<file path="src/rtl/test42_slave.sv">
`default_nettype none
// ============================================================================
//  Module   : test42_slave
//  Brief    : DEPTH x 32 register file with independent read and write ports.
//             Each port uses a req/ack handshake. Ack is a one-cycle
//             registered pulse, and requests are ignored while ack is high.
//             The read port returns data registered, read-before-write.
//  Revision : 1.0 - initial release
// ============================================================================
module test42_slave #(
  parameter int DEPTH    = 16,
  parameter int ADDR_LSB = 2
) (
  input  logic        clk,
  input  logic        reset,
  input  logic [31:0] test42_pioRegfileRead_addr,
  input  logic        test42_pioRegfileRead_req,
  output logic        test42_pioRegfileRead_ack,
  output logic [31:0] test42_pioRegfileRead_return,
  input  logic [31:0] test42_pioRegfileWrite_addr,
  input  logic [31:0] test42_pioRegfileWrite_data,
  input  logic        test42_pioRegfileWrite_req,
  output logic        test42_pioRegfileWrite_ack
);

  localparam int IDX_W = (DEPTH > 1) ? $clog2(DEPTH) : 1;

  logic [31:0]      mem_q [DEPTH];
  logic             rd_ack_q;
  logic             wr_ack_q;
  logic [31:0]      rd_data_q;

  logic [IDX_W-1:0] rd_idx;
  logic [IDX_W-1:0] wr_idx;
  logic             rd_accept;
  logic             wr_accept;
  logic [31:0]      rd_data_d;

  // Only the index field of each address is decoded. Bits below it select
  // bytes within a word, and bits above it alias onto the same registers.
  assign rd_idx = test42_pioRegfileRead_addr[ADDR_LSB +: IDX_W];
  assign wr_idx = test42_pioRegfileWrite_addr[ADDR_LSB +: IDX_W];

  logic unused_addr_bits;
  assign unused_addr_bits = ^{test42_pioRegfileRead_addr[31:ADDR_LSB+IDX_W],
                              test42_pioRegfileRead_addr[ADDR_LSB-1:0],
                              test42_pioRegfileWrite_addr[31:ADDR_LSB+IDX_W],
                              test42_pioRegfileWrite_addr[ADDR_LSB-1:0]};

  // While ack is high, req is still the previous transaction's req, so it is
  // not treated as a new request.
  assign rd_accept = test42_pioRegfileRead_req  & ~rd_ack_q;
  assign wr_accept = test42_pioRegfileWrite_req & ~wr_ack_q;

  // Read data comes from the current (pre-write) contents. Because of this, a
  // read and a write to the same index in the same cycle see the old value.
  assign rd_data_d = rd_accept ? mem_q[rd_idx] : rd_data_q;

  // Storage array: commit accepted writes.
  always_ff @(posedge clk or negedge reset) begin
    if (!reset) begin
      for (int i = 0; i < DEPTH; i++) begin
        mem_q[i] <= '0;
      end
    end else begin
      for (int i = 0; i < DEPTH; i++) begin
        if (wr_accept && (wr_idx == IDX_W'(i))) begin
          mem_q[i] <= test42_pioRegfileWrite_data;
        end
      end
    end
  end

  // Handshake acks and registered read data.
  always_ff @(posedge clk or negedge reset) begin
    if (!reset) begin
      rd_ack_q  <= 1'b0;
      wr_ack_q  <= 1'b0;
      rd_data_q <= '0;
    end else begin
      rd_ack_q  <= rd_accept;
      wr_ack_q  <= wr_accept;
      rd_data_q <= rd_data_d;
    end
  end

  assign test42_pioRegfileRead_ack    = rd_ack_q;
  assign test42_pioRegfileRead_return = rd_data_q;
  assign test42_pioRegfileWrite_ack   = wr_ack_q;

endmodule
`default_nettype wire

</file>
<file path="config.mk">
export PLATFORM = sky130hd
export DESIGN_NAME = test42_slave
export DESIGN_NICKNAME = d
export VERILOG_FILES = /design/src/rtl/test42_slave.sv
export SDC_FILE = /design/constraint.sdc
export NUM_CORES = 1
export LEC_CHECK = 0
export CORE_UTILIZATION = 30
export DETAILED_ROUTE_END_ITERATION = 12
export HOLD_SLACK_MARGIN = 0.05
export MAX_ROUTING_LAYER = met4
export PLACE_DENSITY = 0.46
export SLEW_MARGIN = 20
export SYNTH_ARGS = -nofsm -noshare
export SYNTH_HDL_FRONTEND = slang
export SYNTH_SLANG_ARGS = --single-unit
</file>
<file path="constraint.sdc">
create_clock -name clk -period 1.9 [get_ports clk]
set_input_delay 0.57 -clock clk [delete_from_list [all_inputs] [get_ports clk]]
set_output_delay 0.57 -clock clk [all_outputs]
set_load 0.05 [all_outputs]
</file>
==> out/metrics.csv <==
metric,value,unit
clk_latency,0.64,ns
synthFlopType,dfrtp_1,
report.final.slew_viol_count,0,
max_freq,537.3,MHz
start_util,0.3035,
grt_max_degree,90,
rr_startpoint,test42_pioRegfileWrite_ack$_DFF_PN0_,
critPathArrivalTime,2.35,ns
dp_slack,-0.6103,ns
setup_viol,0,
grt-ovfl-total,0,
wire_per_inst,22.62,um
via_per_inst,4.985,
synth-seq-cells,546,
outcome,"finished, violations left",
fin_setup_tns,0,ns
die_height,287.7,um
fin_skew,0.03110,ns
netlist_top_cells_area,"dfrtp_1 56%, mux2_2 23%, mux2i_1 10%",
worstPathMaxFanout,19,
setup_ws,0.03893,ns
final_nets,2062,
synth_edf_count,0,
synth_top_area_frac,0.5581,
hpwl,43990,um
syn-cell-area,0.02448,mm^2
cts_max_path_buffers,3,
ir_worst_vdd,0.9343,mV
ant_nets,0,
die-area,0.08276,mm^2
period_needed,1.861,ns
power_switching,0.008905,W
routed_wl,69430,um
cts_tree,built,
p_leak,13.96,nW
core_area,0.08068,mm^2
groute.usage.overall,0.1742,
num_rows,104,
yosys-top-cells-count,"546 x dfrtp_1, 502 x mux2_2, 256 x mux2i_1",
cts_sinks,546,
p_seq_frac,0.472,
combPwrFrac,0.189,
cp.required,2.39,ns
crit_start,test42_pioRegfileWrite_addr[3],
drive_gt1_frac,0.4185,
post-route-period-util,0.9795,
hold_viol,0,
num_io_pins,134,
start_kind,input pin,
relSlewSlack,0.6264,
whs,0.3964,ns
cts-buffers-inserted,60,
root_buffer,clkbuf_16,
maxCapViolCount,0,
cts.clk_slew.worst_paths,0.06,ns
cp-end-kind,flop,
firstDrtPassIters,10,
grt_pass1_wl,105300,um
yosysTopAreaCell,dfrtp_1,
postSynthCellCount,1786,
syn_nets,1886,
yosysMostFrequentCell,dfrtp_1,
syn_area_per_cell,13.71,um^2
drc,6,
violations,DRC,
internal-power,0.02429,W
ys_warn_count,0,
area_growth_syn_to_layout,24.53,%
crit_type,in2reg,
seq_area_frac_synth,0.5581,
hold_path_class,in2async,
ys_async_sr_fraction,1.000,
tightest_slew,0.5587,ns
grt_pass1_vias,16220,
switching_share,0.2683,
p_per_area,1089,mW/mm^2
port_buffers,77,
rsz0062_at_grt,false,
chipWidth,287.7,um
htreeDepth,2,
vias,15300,
drtIter0Drc,854,
clkPwrFrac,0.339,
antenna_found_initial,2,
gp_congestion,0.7550,
yosysUniqueCellTypes,27,
-- metrics by stage --
step | instance area [um^2] | cells | total power (W) | utilization
after floorplan | 24480 | 1786 | 0.01976 | -
after global placement | 28460 | 2954 | 0.02190 | 0.3528
after detailed placement | 28460 | 2954 | 0.02222 | 0.3528
after CTS | 30380 | 3062 | 0.03368 | 0.3765
after global routing | 30490 | 3069 | 0.03497 | 0.3779
final | 30490 | 3069 | 0.03319 | 0.3779
-- final cells by class --
type	count	area, um^2
inverters	2	10.01
clock inverters	18	172.7
multi-input cells	1089	10230
diodes	2	5.005
clock buffers	89	1720
flip-flops and latches	546	13670
repair buffers	263	3362
fillers	7610	50190
well taps	1060	1326
-- kinds of logic (layout without fill, tap and decap cells) --
kind of cell / after synthesis / in the layout / synth area share
AO/OA/AOI/OAI: 106 / 106 / 0.03148
flip-flops: 546 / 546 / 0.5581
buffers and inverters: 151 / 372 / 0.02836
other: 0 / 2 / 0
multiplexers: 768 / 768 / 0.3401
AND/OR/NAND/NOR: 215 / 215 / 0.04196
-- critical path: stages --
cell and delay (ns):
clkdlybuf4s50_1 0.55, nor3b_2 0.23, buf_4 0.15, nand2_2 0.20
buf_12 0.26, mux2_2 0.36
-- sequential cells by signal, indices dropped and copies added, names as in the netlist --
register / cells
test42_pioRegfileRead_return: 32
test42_pioRegfileRead_ack: 1
test42_pioRegfileWrite_ack: 1
mem_q: 512
-- power groups by stage --
stage	Clock, W	Sequential (W)	Combinational, W
floorplan	0	0.0159	0.00386
global placement	0	0.0157	0.00616
detailed placement	0	0.0159	0.00632
CTS	0.0116	0.0157	0.00635
global route	0.0121	0.0160	0.00683
finish	0.0113	0.0157	0.00626
-- layout by cell type (no fill, tap or decap), drive strengths merged, types with 6 or more instances in the layout --
master,netlist,routed
dfrtp,546,546
mux2,512,512
mux2i,256,256
buf,82,219
a22oi,96,96
nand2,96,96
clkbuf,67,91
nand3,75,75
clkdlybuf4s50,0,41
nand4,23,23
clkinv,0,13
a21oi,10,10
nor2b,6,6
-- layer usage --
metal | vias to the layer above | share of wire | global-route usage
met5 | - | 0 | -
met4 | 0 | 0.018 | 0.03743
met3 | 91 | 0.033 | 0.02441
met2 | 209 | 0.47 | 0.2688
met1 | 8145 | 0.48 | 0.2426
li1 | 6853 | - | -
-- path summary, 6_finish.rpt --
check	end	slack, ns	cells past startpoint
max in group asynchronous	mem_q[489]$_DFFE_PN0P_	0.72	3
min in group clk	test42_pioRegfileRead_return[20]$_DFFE_PN0P_	0.48	2
setup / recovery	mem_q[431]$_DFFE_PN0P_	0.04	6
hold / removal	mem_q[186]$_DFFE_PN0P_	0.40	2
hold reg to reg	test42_pioRegfileRead_return[20]$_DFFE_PN0P_	0.48	2
setup reg to reg	mem_q[145]$_DFFE_PN0P_	0.06	7
-- timing repair --
action / CTS / global route
hold buffers: 1 / 0
buffers inserted: 0 / 3
gates resized for setup: 4 / 6
hold endpoints to repair: 8 / 0
gates cloned: 0 / 2
setup endpoints to repair: 4 / 25
Note: power is estimated with default switching activity, not from simulation.
